File: config.mk
export PLATFORM = sky130hd
export DESIGN_NAME = lpc_mem_ctrl
export DESIGN_NICKNAME = d
export VERILOG_FILES = /design/src/rtl/lpc_mem_ctrl.sv
export SDC_FILE = /design/constraint.sdc
export NUM_CORES = 2
export LEC_CHECK = 0
export CELL_PAD_IN_SITES_DETAIL_PLACEMENT = 1
export CELL_PAD_IN_SITES_GLOBAL_PLACEMENT = 2
export CORE_MARGIN = 1.5
export CORE_UTILIZATION = 46
export CTS_CLUSTER_DIAMETER = 50
export CTS_CLUSTER_SIZE = 16
export DETAILED_ROUTE_END_ITERATION = 10
export PLACE_DENSITY_LB_ADDON = 0.1
export SLEW_MARGIN = 15
export SYNTH_ARGS = -nofsm -noshare
export SYNTH_HDL_FRONTEND = slang
export SYNTH_SLANG_ARGS = --single-unit
File: constraint.sdc
create_clock -name clock -period 4.2 [get_ports clock]
set_input_delay 0.42 -clock clock [delete_from_list [all_inputs] [get_ports clock]]
set_output_delay 0.42 -clock clock [all_outputs]
set_load 0.02 [all_outputs]
File: src/rtl/lpc_mem_ctrl.sv
// Circular sample window for LPC analysis: stores incoming samples, pulses once per frame,
// serves a registered oldest-to-newest window read. Optional zero-fill: LPC_MEM_CTRL_ZERO_FILL_EN.
module lpc_mem_ctrl #(
   parameter int DATA_W    = 16,
   parameter int WIN_LEN   = 240,
   parameter int FRAME_LEN = 80
) (
   input  logic              clock,
   input  logic              reset,
   input  logic              In_Done,
   input  logic [DATA_W-1:0] In_Sample,
   input  logic [7:0]        Out_Count,
   output logic [DATA_W-1:0] Out_Sample,
   output logic              frame_done
);

   localparam int WP_W  = (WIN_LEN > 1) ? $clog2(WIN_LEN) : 1;
   localparam int FC_W  = (FRAME_LEN > 1) ? $clog2(FRAME_LEN) : 1;
   localparam int IDX_W = $clog2(WIN_LEN + 256);
   localparam logic [IDX_W-1:0] WIN_X = IDX_W'(WIN_LEN);

   logic [DATA_W-1:0] mem [WIN_LEN];

   logic [WP_W-1:0]   wp_q, wp_d;
   logic [FC_W-1:0]   fc_q, fc_d;
   logic              frame_q, frame_d;
   logic [DATA_W-1:0] out_q, out_d;
   logic [IDX_W-1:0]  oc_ext, sum, rd_addr;

`ifdef LPC_MEM_CTRL_ZERO_FILL_EN
   localparam int FILL_W = $clog2(WIN_LEN + 1);
   logic [FILL_W-1:0] fill_q, fill_d;
   logic [IDX_W-1:0]  unfilled;
`endif

   always_comb begin
      wp_d    = wp_q;
      fc_d    = fc_q;
      frame_d = 1'b0;
      if (In_Done) begin
         wp_d = (wp_q == WP_W'(WIN_LEN - 1)) ? '0 : wp_q + WP_W'(1);
         if (fc_q == FC_W'(FRAME_LEN - 1)) begin
            fc_d    = '0;
            frame_d = 1'b1;
         end else begin
            fc_d = fc_q + FC_W'(1);
         end
      end
   end

   // Window index 0 is the slot about to be overwritten, i.e. the oldest sample.
   always_comb begin
      oc_ext  = IDX_W'(Out_Count);
      sum     = IDX_W'(wp_q) + oc_ext;
      rd_addr = (sum >= WIN_X) ? sum - WIN_X : sum;
      out_d   = '0;
      if (oc_ext < WIN_X) begin
         out_d = mem[rd_addr[WP_W-1:0]];
      end
`ifdef LPC_MEM_CTRL_ZERO_FILL_EN
      unfilled = WIN_X - IDX_W'(fill_q);
      if (oc_ext < unfilled) begin
         out_d = '0;
      end
`endif
   end

`ifdef LPC_MEM_CTRL_ZERO_FILL_EN
   always_comb begin
      fill_d = fill_q;
      if (In_Done && (fill_q != FILL_W'(WIN_LEN))) begin
         fill_d = fill_q + FILL_W'(1);
      end
   end

   always_ff @(posedge clock or negedge reset) begin
      if (!reset) begin
         fill_q <= '0;
      end else begin
         fill_q <= fill_d;
      end
   end
`endif

   always_ff @(posedge clock or negedge reset) begin
      if (!reset) begin
         wp_q    <= '0;
         fc_q    <= '0;
         frame_q <= 1'b0;
         out_q   <= '0;
      end else begin
         wp_q    <= wp_d;
         fc_q    <= fc_d;
         frame_q <= frame_d;
         out_q   <= out_d;
      end
   end

   // Array is not reset; the read above sees pre-edge contents on a same-edge write.
   always_ff @(posedge clock) begin
      if (In_Done) begin
         mem[wp_q] <= In_Sample;
      end
   end

   assign Out_Sample = out_q;
   assign frame_done = frame_q;

endmodule

# [Yosys cells after proc, flatten, opt, wreduce, memory -nomap -nowiden]
# Memory sizes are Yosys's and may differ from the RTL's.
# Index checks and enable logic that the tools add are counted.
[op_classes] n_div=0 n_reduce_logical=0 addsub=4 mul=0 mux=8 n_eq_ne=2 n_bitwise=0 shift=0 order_cmp=2
[ops] operator="$mux 16" n=1
[ops] operator="$mux 8" n=2
[ops] operator="$add 8x8->9" n=1
[ops] operator="$ge 9x8->1 const B" n=1
[ops] operator="$add 8x1->8 const B" n=1
[ops] operator="$eq 8x8->1 const B" n=1
[ops] operator="$lt 8x8->1 const B" n=1
[ops] operator="$sub 8x8->8 const B" n=1
[ops] operator="$add 7x1->7 const B" n=1
[ops] operator="$eq 7x7->1 const B" n=1
[ops] operator="$mux 7" n=1
[ops] operator="$mux 1" n=4
[totals] mem_count=1 latchBits=0 rom_bits=0 regBits=32 mem_bits_rw=3840 word_cells=21
[memory_table] memory="mem" depth=240 word_bits=16 read_ports=1 rd_clocked_by_memory_dff=0 wr=1 line="22" text="logic [DATA_W-1:0] mem [WIN_LEN];"

# [Logic depth before layout (Yosys ltp)]
# An unclocked memory read counts as a cell.
[logic_depth] ltp_word=5 depth_mapped=20 depth_no_buf=16

# [Worst setup path after synthesis]
# OpenSTA, ideal clock, no wires.
[synth_timing] kind="register to register" from="reg wp_q[0]" to="reg out_q[10] (netlist: Out_Sample[10])" required_ns=4.066 stages_incl_launch_ff=19 setup_time_ns=0.134 t_arrival_ns=4.262 setup_slack_ns=-0.196 path_buffers=3 path_cell_list="dfrtp_1 ha_1 inv_1 fa_1 nand2b_1 a21oi_1 xnor2_1 inv_2 clkbuf_1 clkbuf_1 ha_1 nand4b_1 nor4_4 a21boi_1 o22ai_2 buf_2 mux2_1 a211oi_1 o32ai_1"
[synth_between] elab_chain_cells=5 elab_cells_between_ends=6 classes_between="add/sub: 2; order compare: 1; mux: 2; memory: 1"
[synth_rtl] item="start: declaration" line="24" text="logic [WP_W-1:0] wp_q, wp_d;"
[synth_rtl] item="start signal: assignment" line="92" text="wp_q <= wp_d;"
[synth_rtl] item="$add 8x8->9 (*)" line="54" text="sum = IDX_W'(wp_q) + oc_ext;"
[synth_rtl] item="$sub 8x8->8 / $ge 9x8->1 (equally long branches)" line="55" text="rd_addr = (sum >= WIN_X) ? sum - WIN_X : sum;"
[synth_rtl] item="$mux 8 (*)" line="55"
[synth_rtl] item="$mem_v2 240x16 (*)"
[synth_rtl] item="$mux 16 (*)" line="57" text="if (oc_ext < WIN_X) begin"
[synth_rtl] item="named net out_d[10]" line="27" text="logic [DATA_W-1:0] out_q, out_d;"
[synth_rtl] item="end signal: assignment" line="95" text="out_q <= out_d;"
[synth_rtl] item="end: declaration" line="27"
# Mark *: on every way through the listed nets, which the timed path passes. The rest lies on a longest branch.
# A chain may end at the register's enable or synchronous reset.

# [Worst setup path in the final report]
[layout_timing] from="reg wp_q[0]" to="reg out_q[7] (netlist: Out_Sample[7])"
# Same word-level chain as after synthesis.

==> impl_metrics.yaml <==
power:
  internal-power_mw: 87.7
  switchingPower_mw: 47.1
  netSwitchingFraction_pct: 34.9
  power_frac_seq_pct: 32.2
  power_density_nw_per_um2: 740
  ir_drop_uv: 589
  p_leak_nw: 59.1
  power.share.combinational_pct: 39.2
  clkPwrFrac_pct: 28.7
synthesis:
  yosys_most_used_dff: "edfxtp_1"
  yosysUniqueCellTypes: 62
  synthCells: 6902
  yosys_warnings: 0
  ys_seq_elements: 3872
  synth_top_area_share_pct: 76.5
  ys_seq_area_share_pct: 77.0
  synth-async-reset-ratio_pct: 0.826
  synth_edf_count: 3840
  synth_fp_nets: 6944
  yosys-top-cells-area: "edfxtp_1, mux4_2, mux2i_1"
  avgSynthCellArea_um2: 21.8
  syn_area_um2: 151000
  synth_largest_area_cell: "edfxtp_1"
finish:
  drive_gt1_share_pct: 37.5
  final_common_cell: "edfxtp_1"
  utilization_pct: 55.8
  area_growth_pct: 20.8
  nets: 8207
  final_cell_mix: "edfxtp_1, buf_4, mux4_2"
global_route:
  met3_usage_pct: 3.69
  grt_pass1_wl_um: 622000
  top_usage_layer: "met2"
  grt_pass1_vias: 80900
  use_met2_pct: 44.0
  grt_max_degree: 138
  grt_overflow: 0
  antenna_found_initial: 24
  grt_use_total_pct: 26.6
  use_met1_pct: 37.1
floorplanning:
  initial_core_util_pct: 46.2
  die_area_um2: 331000
  core-area_um2: 327000
  dieHeight_um: 575
  die_w_um: 575
  rows: 210
  ios: 44
setup_path:
  endpoint_kind: "flop"
  arrival_ps: 5010
  critical_path.startpoint_type: "flop"
  r2r-start: "wp_q[0]"
  r2r.worst_path.cells: 17
  crit_type: "flop to flop"
  critPathRequiredTime_ps: 5000
  critPathMaxFanout: 8
  cp-endpoint: "Out_Sample[7]"
  ff2ff_setup_slack_ps: -10
  cp-startpoint: "wp_q[0]"
  r2r_end: "Out_Sample[7]"
routing:
  drtIter0Drc: 8056
  drt-pass1-iter-count: 5
  via_per_inst: 5.95
  wirelength_um: 439000
  detail-route-antenna-nets: 0
  num_vias: 76700
  drc: 0
  wl_per_cell_um: 34.1
clock_network:
  clk_pin_slew_ps: 70
  cts_inserted_buffers: 421
  clk_path_buf_depth: 4
  htreeDepth: 5
  cts_tree: "yes"
  clockRootBuffer: "clkbuf_16"
  clock-sinks: 3872
  worstSkewPairLatency_ps: 990
outcome:
  status: "finished with violations"
  failed_checks: "negative setup slack"
timing:
  relSlewSlack_pct: 17.4
  setup_viol: 3
  timing.final.crit_period_ps: 4210
  rsz0062_at_grt: "yes"
  timing.fmax_mhz: 237
  finalCritPeriodShare_pct: 100
  tightest_slew_ps: 1240
  setup_slack_ps: -12.0
  drv_slew: 0
  tns_ps: -26.2
  clock_skew_ps: 45.1
  holdWs_ps: 57.4
  hold_violations: 0
placement:
  portBuffers: 43
  place.gp.congestion: 0.860
  dp_slack_ps: -1340
  dp_hpwl_um: 273000
job:
  maxCapViolations: 0
worst_hold_path:
  min_from: "In_Sample[11]"
  hold_path_class: "input pin to flop"
power by group through the flow:
stage / sequential, mW / combinational, mW / clock [mW]
3_5_place_dp: 44.2 / 48.8 / 0
2_1_floorplan: 44.0 / 20.8 / 0
3_3_place_gp: 44.1 / 48.5 / 0
4_1_cts: 43.3 / 51.9 / 39.3
6_report: 43.3 / 52.8 / 38.6
5_1_grt: 43.3 / 54.8 / 40.6
area by class of cell:
type	count	area (µm²)
tap	4346	5440
clock buffer	456	10800
sequential	3872	116000
fill	27800	145000
antenna	11	27.5
multi-input combinational	2592	34100
inverter	9	33.8
timing repair buffer	1269	11800
clock inverter	328	3720
routing by layer:
metal  share of wire, %  wire length, µm
met3                5.9            26000
met4                3.0            13200
met1                 42           182000
met2                 50           218000
met5                  0                0
how the worst min path moves through the flow:
stage / end / slack (ps) / depth (start not counted)
CTS: mem[133][7] / 30 / 1
global placement: fc_q[5] / 500 / 1
floorplan: Out_Sample[0] / 120 / 0
global route: mem[133][7] / 80 / 1
detailed placement: fc_q[5] / 530 / 1
finish: mem[132][11] / 60 / 1
critical path: stages (launching register included):
cell and delay (ps):
dfrtp_2 420, ha_4 160, inv_2 40, fa_4 520
buf_12 150, xor2_4 320, buf_4 220, nand4b_1 150
nor4_4 300, buf_4 200, a21boi_4 60, o22ai_4 170
buf_8 170, buf_16 160, buf_6 120, o211ai_1 230
a311oi_4 490, o32ai_1 120
what timing repair did:
action | 4_1_cts | 5_1_grt
pin swaps | 29 | 36
endpoints found under the setup margin | 16 | 16
buffers inserted | 19 | 15
hold buffers | 15 | 1
cloned | 4 | 0
endpoints found under the hold margin | 325 | 28
resized for setup | 137 | 72
sequential cells by signal, indices dropped and copies added (netlist names):
| signal | cells |
|---|---|
| mem | 3840 |
| Out_Sample | 16 |
| wp_q | 8 |
| fc_q | 7 |
| frame_done | 1 |
kinds of logic (layout without fill, tap and decap cells):
family | after synthesis | count (layout) | synth area share, %
buffers and inverters | 438 | 2062 | 1.22
AND/OR/NAND/NOR | 642 | 642 | 2.04
flip-flops | 3872 | 3872 | 77.0
XOR/XNOR | 9 | 9 | 0.0523
multiplexers | 1314 | 1314 | 16.8
other | 0 | 11 | 0
adder cells (fa/ha/maj) | 15 | 15 | 0.129
AO/OA/AOI/OAI | 612 | 612 | 2.79
per-stage QoR:
step                total power [mW]  instance area (µm²)  std cells
floorplan                       64.7               151000       6902
global placement                92.7               166000      12000
detailed placement              92.9               166000      12000
CTS                              134               181000      12900
global route                     139               182000      12900
finish                           135               182000      12900
cell usage after synthesis (all sizes together) (3+ instances only):
cell type,number
a211o,4
a211oi,256
a21o,5
a21oi,175
a221oi,3
a22oi,10
a311oi,8
a31oi,5
and2,6
buf,193
clkbuf,236
dfrtp,32
edfxtp,3840
ha,14
inv,9
mux2,85
mux2i,269
mux4,960
nand2,55
nand2b,4
nand3,28
nand4,4
nor2,319
nor2b,192
nor3,18
nor4,6
o2111ai,26
o211ai,22
o21a,5
o21ai,30
o221ai,30
o22a,5
o22ai,4
o311ai,4
o31ai,3
o32ai,11
xnor2,6
xor2,3
Note: power is estimated with default switching activity, not from simulation.
